$ cat src/rtl/rf_stream_ctrl.sv
// rf_stream_ctrl: sweeps the 8-entry register file, either filling it
// from a valid/ready input stream (LOAD) or dumping it to an output stream.
module rf_stream_ctrl #(
  parameter int NREG = 8,
  parameter int DW   = 16,
  parameter int AW   = 3
) (
  input  logic          clk,
  input  logic          rst,
  input  logic          start,
  input  logic          mode,
  output logic          busy,
  output logic          done,
  input  logic [DW-1:0] in_data,
  input  logic          in_valid,
  output logic          in_ready,
  output logic [DW-1:0] out_data,
  output logic          out_valid,
  input  logic          out_ready,
  output logic [AW-1:0] WR_addr,
  output logic [DW-1:0] WR_data,
  output logic          WE,
  output logic [AW-1:0] RA_addr,
  input  logic [DW-1:0] RA_data
);

  typedef enum logic [2:0] {
    S_IDLE,
    S_LOAD,
    S_FETCH,
    S_SEND,
    S_DONE
  } state_t;

  state_t          state_q;
  logic [AW-1:0]   ptr_q;
  logic [AW-1:0]   ptr_d;
  logic            last;
  logic [DW-1:0]   out_data_q;
  logic            busy_q;
  logic            done_q;
  logic            in_ready_q;
  logic            out_valid_q;
  logic            rd_en_q;

  assign ptr_d = ptr_q + AW'(1);
  assign last  = (ptr_q == AW'(NREG - 1));

  always_ff @(posedge clk or posedge rst) begin
    if (rst) begin
      state_q     <= S_IDLE;
      ptr_q       <= '0;
      out_data_q  <= '0;
      busy_q      <= 1'b0;
      done_q      <= 1'b0;
      in_ready_q  <= 1'b0;
      out_valid_q <= 1'b0;
      rd_en_q     <= 1'b0;
    end else begin
      done_q <= 1'b0;
      unique case (state_q)
        S_IDLE: begin
          if (start) begin
            ptr_q  <= '0;
            busy_q <= 1'b1;
            if (mode) begin
              state_q    <= S_LOAD;
              in_ready_q <= 1'b1;
            end else begin
              state_q <= S_FETCH;
              rd_en_q <= 1'b1;
            end
          end
        end
        S_LOAD: begin
          if (in_valid) begin
            ptr_q <= ptr_d;
            if (last) begin
              state_q    <= S_DONE;
              busy_q     <= 1'b0;
              in_ready_q <= 1'b0;
              done_q     <= 1'b1;
            end
          end
        end
        S_FETCH: begin
          out_data_q  <= RA_data;
          out_valid_q <= 1'b1;
          state_q     <= S_SEND;
        end
        S_SEND: begin
          if (out_ready) begin
            ptr_q       <= ptr_d;
            out_valid_q <= 1'b0;
            if (last) begin
              state_q <= S_DONE;
              busy_q  <= 1'b0;
              rd_en_q <= 1'b0;
              done_q  <= 1'b1;
            end else begin
              state_q <= S_FETCH;
            end
          end
        end
        S_DONE: begin
          state_q <= S_IDLE;
        end
        default: begin
          state_q     <= S_IDLE;
          busy_q      <= 1'b0;
          in_ready_q  <= 1'b0;
          out_valid_q <= 1'b0;
          rd_en_q     <= 1'b0;
        end
      endcase
    end
  end

  // Write port is gated by the registered ready so reset kills WE at once.
  assign WE       = in_valid & in_ready_q;
  assign WR_addr  = in_ready_q ? ptr_q : '0;
  assign WR_data  = in_ready_q ? in_data : '0;
  assign RA_addr  = rd_en_q ? ptr_q : '0;

  assign busy      = busy_q;
  assign done      = done_q;
  assign in_ready  = in_ready_q;
  assign out_valid = out_valid_q;
  assign out_data  = out_data_q;

endmodule
$ cat config.mk
export PLATFORM = sky130hd
export DESIGN_NAME = rf_stream_ctrl
export DESIGN_NICKNAME = d
export VERILOG_FILES = /design/src/rtl/rf_stream_ctrl.sv
export SDC_FILE = /design/constraint.sdc
export NUM_CORES = 1
export LEC_CHECK = 0
export ABC_CLOCK_PERIOD_IN_PS = 3900
export CAP_MARGIN = 20
export CORE_MARGIN = 3
export CORE_UTILIZATION = 25
export CTS_CLUSTER_SIZE = 24
export DETAILED_ROUTE_END_ITERATION = 8
export HOLD_SLACK_MARGIN = 0.1
export PLACE_DENSITY_LB_ADDON = 0.15
export SYNTH_ARGS = -nofsm -noshare
export SYNTH_HDL_FRONTEND = slang
export SYNTH_SLANG_ARGS = --single-unit
$ cat constraint.sdc
create_clock -name clk -period 3.9 [get_ports clk]
set_clock_uncertainty 0.15 [all_clocks]
set_input_delay 0.78 -clock clk [delete_from_list [all_inputs] [get_ports clk]]
set_output_delay 0.78 -clock clk [all_outputs]
set_load 0.005 [all_outputs]
==> results of run 1 <==
final cells by class:
type                       count  area share (%)
sequential                    27            29.6
inverter                       7            1.15
clock buffer                   3            1.81
tap                           70            3.84
timing repair buffer          81            36.3
multi-input combinational     79            26.9
clock inverter                 1           0.329
sequential cells by signal, indices dropped and copies added, names as in the netlist:
name       count
out_data      16
ptr_q          3
state_q        3
busy           1
done           1
in_ready       1
out_valid      1
rd_en_q        1
synth_stat cells:
library cell,n
sky130_fd_sc_hd__nor3_1,1
sky130_fd_sc_hd__mux2i_1,1
sky130_fd_sc_hd__a211o_1,1
sky130_fd_sc_hd__nand2b_1,2
sky130_fd_sc_hd__nand4_1,1
sky130_fd_sc_hd__a21oi_1,4
sky130_fd_sc_hd__o21a_1,1
sky130_fd_sc_hd__o221ai_1,1
sky130_fd_sc_hd__mux2_2,16
sky130_fd_sc_hd__inv_1,7
sky130_fd_sc_hd__nor3b_4,1
sky130_fd_sc_hd__and2_1,23
sky130_fd_sc_hd__o21ai_0,3
sky130_fd_sc_hd__nand3_1,3
sky130_fd_sc_hd__clkbuf_1,5
sky130_fd_sc_hd__nand2_1,3
sky130_fd_sc_hd__ha_1,2
sky130_fd_sc_hd__or4b_1,1
sky130_fd_sc_hd__nand4b_1,1
sky130_fd_sc_hd__dfrtp_1,27
sky130_fd_sc_hd__a31oi_1,2
sky130_fd_sc_hd__a32o_1,2
sky130_fd_sc_hd__o211ai_1,2
sky130_fd_sc_hd__nand3b_1,2
sky130_fd_sc_hd__or4_1,1
sky130_fd_sc_hd__nor4b_1,3
sky130_fd_sc_hd__buf_4,1
sky130_fd_sc_hd__nor2_1,1
sky130_fd_sc_hd__a211oi_1,1
power breakdown:
part           switching (uW)  internal (uW)  total [uW]
combinational             191            450         641
sequential                118            391         509
clock                    87.5           72.4         160
total                     397            913        1310
per-stage QoR:
step | setup slack, ps | hold WS [ps]
floorplan | 2050 | 355
global placement | 1030 | 340
global route | 992 | 387
finish | 1030 | 364
detailed placement | 1030 | 345
CTS | 1020 | 371
placed cells by master (no fill, tap or decap), types with 2 or more instances in the layout:
| cell type | n |
|---|---|
| sky130_fd_sc_hd__clkbuf_8 | 3 |
| sky130_fd_sc_hd__mux2_2 | 16 |
| sky130_fd_sc_hd__a31oi_1 | 2 |
| sky130_fd_sc_hd__inv_1 | 7 |
| sky130_fd_sc_hd__o211ai_1 | 2 |
| sky130_fd_sc_hd__a32o_1 | 2 |
| sky130_fd_sc_hd__o21ai_0 | 3 |
| sky130_fd_sc_hd__nand2b_1 | 2 |
| sky130_fd_sc_hd__dfrtp_1 | 27 |
| sky130_fd_sc_hd__and2_1 | 23 |
| sky130_fd_sc_hd__ha_1 | 2 |
| sky130_fd_sc_hd__nand3b_1 | 2 |
| sky130_fd_sc_hd__a21oi_1 | 4 |
| sky130_fd_sc_hd__nand2_1 | 3 |
| sky130_fd_sc_hd__nand3_1 | 3 |
| sky130_fd_sc_hd__clkdlybuf4s50_1 | 80 |
| sky130_fd_sc_hd__nor4b_1 | 3 |
logic make-up (layout without fill, tap and decap cells):
family          Yosys count  in the layout
flops                    27             27
simple gates             43             43
compound gates           17             17
mux                      17             17
buf+inv                  13             92
fa+ha+maj                 2              2
layer usage:
metal  share of wire [%]  global-route usage (%)
met4                0.39                    3.09
met5                   0                       0
met1                  44                    13.6
met3                  12                    3.85
met2                  44                    20.1
worst max-delay path by stage:
stage | from | to | slack, ps | cells after the start
floorplan | in_valid | WE | 2050 | 1
global placement | in_valid | WE | 1030 | 3
detailed placement | in_valid | WE | 1030 | 3
CTS | in_valid | WE | 1020 | 3
global route | in_valid | WE | 990 | 3
finish | in_valid | WE | 1030 | 3
==> metrics.yaml, run 1 <==
vias_per_cell: 4.48
clock_tree.htree_level_count: 1
clock.fmax_mhz: 348
cp-start-kind: "input port"
worstMarginPinSlew_ps: 808
crit_family: "buffers and inverters"
largest_family_of_logic_cells_by_synthesized_area: "simple AND/OR/NAND/NOR gates"
synth.yosys.warnings: 0
arrival_ps: 1940
drt_pass1_iterations: 4
critical_path_cell_by_cell: "clkdlybuf4s50_1 > and2_1 > clkdlybuf4s50_1"
synth.area.mux_share_pct: 14.2
delay_of_the_slowest_critical_path_stage_ps: 530
synth_seq_cells: 27
port_buffers: 80
overall_power_after_layout_uw: 1310
vias: 1200
chipHeight_um: 79.3
whs_endpoint: "out_data[9]"
syn-mean-instance-area_um2: 11.3
core_mm2: 0.00514
synth-seq-area-share_pct: 50.3
setup.worst_path.end_class: "primary output"
hold_path.startpoint: "out_data[9]"
drive_gt1_share_pct: 11.1
clock_latency_ps: 270
slew_violations: 0
critical_path_required_ps: 2970
power-per-cell-area_mw_per_mm2: 574
critical_path_class: "in -> out"
die_w_um: 79.3
detail_route.drc_violations: 0
timing.hold.worst_path_depth: 1
place_hpwl_mm: 2.78
layout.area.seq_um2: 676
rr_startpoint: "state_q[1]"
placed_cells_incl_taps: 263
post_synth_inst_count: 119
synth_top_area_share_pct: 50.3
cts-root-to-sink-buffers: 2
reg2reg_to: "out_data[0]"
synth_cell_type_count: 29
report.final.setup_viol: 0
gp_congestion: 0.665
holdBufCountCts: 0
layout.core_utilization_pct: 44.4
antenna_found_initial: 0
finalWorstPathRequiredPeriod_ps: 2870
globalRouteOverflowTotal: 0
timing.final.hold_violations: 0
num_io_pins: 81
routedWlPerCell_um: 13.3
total_leakage_power_uw: 0.000919
period_share_pct: 73.7
syn_nets: 159
setup_tns_ps: 0
worst_setup_hold_path_clk_slew_ps: 90
root_buffer: "sky130_fd_sc_hd__clkbuf_8"
dr.first_iter.drc_count: 41
floorplan.die_area_mm2: 0.00629
cp_common_cell: "sky130_fd_sc_hd__clkdlybuf4s50_1"
grtUsageTotal_pct: 11.6
routed_wl_mm: 3.57
synth_compound_area_share_pct: 8.57
fin_nets: 239
cell_types_occupying_the_most_area_after_synthesis: "sky130_fd_sc_hd__dfrtp_1 50%, sky130_fd_sc_hd__mux2_2 13%, sky130_fd_sc_hd__and2_1 11%"
cts_made_buffers: 3
yosys.area_share.simple_pct: 21.2
synth-xor-area-share_pct: 0
multi_input_area_um2: 614
yosys.area_share.adder_pct: 1.86
post_cts_resized: 0
ant_nets: 0
slew-limit-headroom_pct: 46.1
grt_pass1_vias: 1286
area_growth_syn_to_layout_pct: 69.9
diodes: 0
cts_setup_buffers: 0
mappedNetlistArea_mm2: 0.00134
highest_fanout_seen_on_the_critical_path: 4
run_status: "finished, final reports clean"
timing.reg2reg.worst_path_depth: 2
finish.instance_area_mm2: 0.00228
vdd.ir_drop.worst_uv: 226
reg2reg_setup_slack_ps: 1850
worst_hold_path_type: "reg -> reg"
grt_start_max_net_pins: 28
drv.max_cap_violation_count: 0
row_count: 26
cts_tree: "done"
critical_path.n_buffers_inverters: 2
post_layout_nonfiller_instances: 268
timing.critical_path.slowest_stage_cell: "sky130_fd_sc_hd__clkdlybuf4s50_1"
setup_repair_after_global_routing_missed_its_margin: "no"
yosysTopAreaCell: "sky130_fd_sc_hd__dfrtp_1"
n_fill_cell: 513
start_util_pct: 26.1
grt_pass1_wl_mm: 5.89
cts.sinks: 27
dpl-instance-area_mm2: 0.00220
Power figures use the tool's default switching activity.
==> run 2: changes to the inputs <==
- ABC_CLOCK_PERIOD_IN_PS: 3900 -> 2700
- clock period: 3.9 -> 2.7 ns (I/O delays scaled with it)
==> metrics.yaml, run 2 (same netlist as run 1, synthesis figures left out) <==
setup_tns_ps: 0
delay_of_the_slowest_critical_path_stage_ps: 540
critical_path_cell_by_cell: "clkdlybuf4s50_1 > and2_1 > clkdlybuf4s50_1"
post_cts_resized: 0
setup.worst_path.end_class: "primary output"
flip_flop_count_of_the_largest_register_all_copies_and_words_added: 16
routed_wl_mm: 3.52
port_buffers: 80
slew_violations: 0
highest_fanout_seen_on_the_critical_path: 4
gp_congestion: 0.677
power-per-cell-area_mw_per_mm2: 830
cts_tree: "done"
drv.max_cap_violation_count: 0
dpl-instance-area_mm2: 0.00222
area_growth_syn_to_layout_pct: 68.7
total_leakage_power_uw: 0.000918
detail_route.drc_violations: 0
root_buffer: "sky130_fd_sc_hd__clkbuf_8"
setup_repair_after_global_routing_missed_its_margin: "no"
cts-root-to-sink-buffers: 2
fin_nets: 240
antenna_found_initial: 0
worst_hold_path_type: "reg -> reg"
ant_nets: 0
crit_family: "buffers and inverters"
cts_made_buffers: 3
vias_per_cell: 4.50
run_status: "finished, final reports clean"
cp_common_cell: "sky130_fd_sc_hd__clkdlybuf4s50_1"
start_util_pct: 26.1
timing.critical_path.slowest_stage_cell: "sky130_fd_sc_hd__clkdlybuf4s50_1"
finalWorstPathRequiredPeriod_ps: 2410
period_share_pct: 89.1
grt_pass1_wl_mm: 5.75
place_hpwl_mm: 2.77
clock_tree.htree_level_count: 1
grt_pass1_vias: 1246
grtUsageTotal_pct: 11.4
globalRouteOverflowTotal: 0
worst_setup_hold_path_clk_slew_ps: 90
vias: 1210
report.final.setup_viol: 0
critical_path_class: "in -> out"
holdBufCountCts: 0
timing.final.hold_violations: 0
die_w_um: 79.3
core_mm2: 0.00514
chipHeight_um: 79.3
vdd.ir_drop.worst_uv: 350
layout.cells.most_common: "sky130_fd_sc_hd__clkdlybuf4s50_1"
num_io_pins: 81
cp-start-kind: "input port"
clock.fmax_mhz: 416
floorplan.die_area_mm2: 0.00629
diodes: 0
cts.sinks: 27
n_fill_cell: 506
finish.instance_area_mm2: 0.00226
dr.first_iter.drc_count: 42
slew-limit-headroom_pct: 60.9
critical_path_required_ps: 2010
critical_path.n_buffers_inverters: 2
row_count: 26
arrival_ps: 1720
drt_pass1_iterations: 4
worstMarginPinSlew_ps: 570
drive_gt1_share_pct: 11.1
clock_latency_ps: 260
leading_cell_types_in_the_layout_fill_and_taps_excluded: "80 x sky130_fd_sc_hd__clkdlybuf4s50_1, 27 x sky130_fd_sc_hd__dfrtp_1, 23 x sky130_fd_sc_hd__and2_1"
routedWlPerCell_um: 13.1
grt_start_max_net_pins: 28
cts_setup_buffers: 0
==> run 2: where the power goes <==
group,leakage [uW],total (uW),internal (uW),switching (uW)
clock,0.0000228,225,106,119
combinational,0.000559,921,648,273
sequential,0.000337,735,565,170
==> run 2: layer usage <==
layer | vias up | track usage (%) | routed length, um
li1 | 580 | - | -
met1 | 554 | 13.4 | 1510
met2 | 74 | 19.6 | 1590
met5 | - | 0 | 0
met4 | 0 | 2.58 | 10
met3 | 2 | 4.08 | 414
==> run 2: area by class of cell <==
type / count / area, um^2 / share of cell area, %
Multi-Input combinational cell: 79 / 614 / 27.1
Timing Repair Buffer: 82 / 816 / 36.0
Sequential cell: 27 / 676 / 29.8
Tap cell: 70 / 87.6 / 3.87
Inverter: 7 / 26.3 / 1.16
Clock buffer: 4 / 45.0 / 1.99
==> run 2: stage by stage <==
step | std cells | setup WS [ps] | utilization (%) | total power [uW] | hold slack, ps
after floorplan | 119 | 1120 | - | 1090 | 355
after global placement | 265 | 314 | 43.2 | 1660 | 340
after detailed placement | 265 | 301 | 43.2 | 1680 | 349
after CTS | 269 | 295 | 44.1 | 1920 | 371
after global routing | 269 | 232 | 44.1 | 2040 | 391
final | 269 | 294 | 44.1 | 1880 | 362
==> run 2: worst paths after layout <==
kind / endpoint / slack (ps) / start / depth (start not counted)
min reg2reg: out_data[13] / 360 / out_data[13] / 1
min: out_data[13] / 360 / out_data[13] / 1
max in group asynchronous: state_q[2] / 1660 / rst / 3
max reg2reg: ptr_q[1] / 930 / state_q[0] / 3
max: WE / 290 / in_valid / 3
min in group asynchronous: out_data[2] / 480 / rst / 3
==> run 2: worst reg2reg max path: stages, from the launching register on <==
cell and delay, ps:
sky130_fd_sc_hd__dfrtp_1 660, sky130_fd_sc_hd__inv_1 210, sky130_fd_sc_hd__or4b_1 550, sky130_fd_sc_hd__o211ai_1 110
==> run 3: changes to the inputs <==
- CORE_MARGIN: 3 -> 2
- CORE_UTILIZATION: 25 -> 37
- SKIP_LAST_GASP: not set -> 1
==> metrics.yaml, run 3 (same netlist as run 1, synthesis figures left out) <==
share_comb_of_total_power_pct: 50.5
setup_repair_after_global_routing_missed_its_margin: "no"
cts-root-to-sink-buffers: 2
die_w_um: 64.2
grt_pass1_vias: 1102
cts_setup_buffers: 0
critical_path_class: "in -> out"
routedWlPerCell_um: 13.3
timing.reg2reg.worst_path_depth: 3
vias: 1194
grt_pass1_wl_mm: 5.53
arrival_ps: 1730
grt_start_max_net_pins: 28
internal_power_uw: 1270
critical_path_required_ps: 2010
clock_tree.htree_level_count: 1
post_layout_nonfiller_instances: 245
clock_latency_ps: 310
period_share_pct: 89.6
drive_gt1_share_pct: 11.1
netSwitchingFraction_pct: 30.3
place_hpwl_mm: 2.56
root_buffer: "sky130_fd_sc_hd__clkbuf_4"
detail_route.drc_violations: 0
cts.sinks: 27
globalRouteOverflowTotal: 0
setup_tns_ps: 0
drt_pass1_iterations: 4
holdBufCountCts: 0
ant_nets: 0
diodes: 0
power.share.clock_pct: 9.2
highest_fanout_seen_on_the_critical_path: 4
port_buffers: 80
timing.final.hold_violations: 0
flip_flop_count_of_the_largest_register_all_copies_and_words_added: 16
antenna_found_initial: 0
report.final.setup_viol: 0
worstMarginPinSlew_ps: 671
dr.first_iter.drc_count: 31
worst_setup_hold_path_clk_slew_ps: 140
vias_per_cell: 4.87
gp_congestion: 0.774
power-per-cell-area_mw_per_mm2: 821
start_util_pct: 39.3
total_leakage_power_uw: 0.000910
p_sw_uw: 551
finalWorstPathRequiredPeriod_ps: 2420
layout.cells.most_common: "sky130_fd_sc_hd__clkdlybuf4s50_1"
vdd.ir_drop.worst_uv: 458
worst_hold_path_type: "reg -> reg"
slew-limit-headroom_pct: 54.6
cts_made_buffers: 3
core_mm2: 0.00342
post_cts_resized: 0
drv.max_cap_violation_count: 0
p_seq_share_pct: 40.2
cp-start-kind: "input port"
leading_cell_types_in_the_layout_fill_and_taps_excluded: "80 x sky130_fd_sc_hd__clkdlybuf4s50_1, 27 x sky130_fd_sc_hd__dfrtp_1, 23 x sky130_fd_sc_hd__and2_1"
area_growth_syn_to_layout_pct: 65.1
fin_nets: 240
routed_wl_mm: 3.27
timing.hold.worst_path_depth: 1
floorplan.die_area_mm2: 0.00413
cts_tree: "done"
run_status: "finished, final reports clean"
setup.worst_path.end_class: "primary output"
grtUsageTotal_pct: 16.9
num_io_pins: 81
n_fill_cell: 287
placed_cells_incl_taps: 241
row_count: 21
slew_violations: 0
clock.fmax_mhz: 414
chipHeight_um: 64.2
## run 3: cell counts in the layout (fill, tap and decap cells not counted)
Identical to the previous run, type by type.
## run 3: final cells by class
cell class,instances,area [um^2],area share [%]
inverters,7,26.3,1.19
well taps,46,57.6,2.60
multi-input cells,79,614,27.7
flip-flops and latches,27,676,30.5
repair buffers,82,816,36.8
clock buffers,4,26.3,1.19
## run 3: power by group through the flow
stage	registers [uW]	logic, uW	clock network, uW
3_3_place_gp	728	910	0
5_1_grt	775	1010	198
2_1_floorplan	684	401	0
4_1_cts	738	934	178
3_5_place_dp	748	931	0
6_report	732	919	168
## run 3: path summary, 6_finish.rpt
kind | startpoint | end | slack (ps)
worst min register to register | out_data[13] | out_data[13] | 370
max in group asynchronous | rst | busy | 1730
worst max register to register | state_q[1] | ptr_q[1] | 890
min in group asynchronous | rst | out_data[6] | 420
worst max-delay path | in_valid | WE | 280
worst min-delay path | out_data[13] | out_data[13] | 370
## run 3: worst max-delay path, stage by stage
cell and delay [ps]:
sky130_fd_sc_hd__clkdlybuf4s50_1 550, sky130_fd_sc_hd__and2_1 150, sky130_fd_sc_hd__clkdlybuf4s50_1 490
## run 3: per-stage QoR
step / cell area, um^2 / util, % / hold slack (ps) / power, uW / setup WS, ps
after floorplan: 1340 / - / 355 / 1090 / 1120
after global placement: 2190 / 64.1 / 339 / 1640 / 317
after detailed placement: 2190 / 64.1 / 346 / 1680 / 301
after CTS: 2220 / 64.9 / 378 / 1850 / 294
after global routing: 2220 / 64.9 / 392 / 1980 / 178
final: 2220 / 64.9 / 374 / 1820 / 282
## run 3: per-layer routing
layer,global-route usage [%],vias up,part of all wire [%]
met3,4.75,2,9.5
met4,3.99,0,0.58
met5,0,-,0
met1,21.5,556,42
met2,28.5,56,48
li1,-,580,-
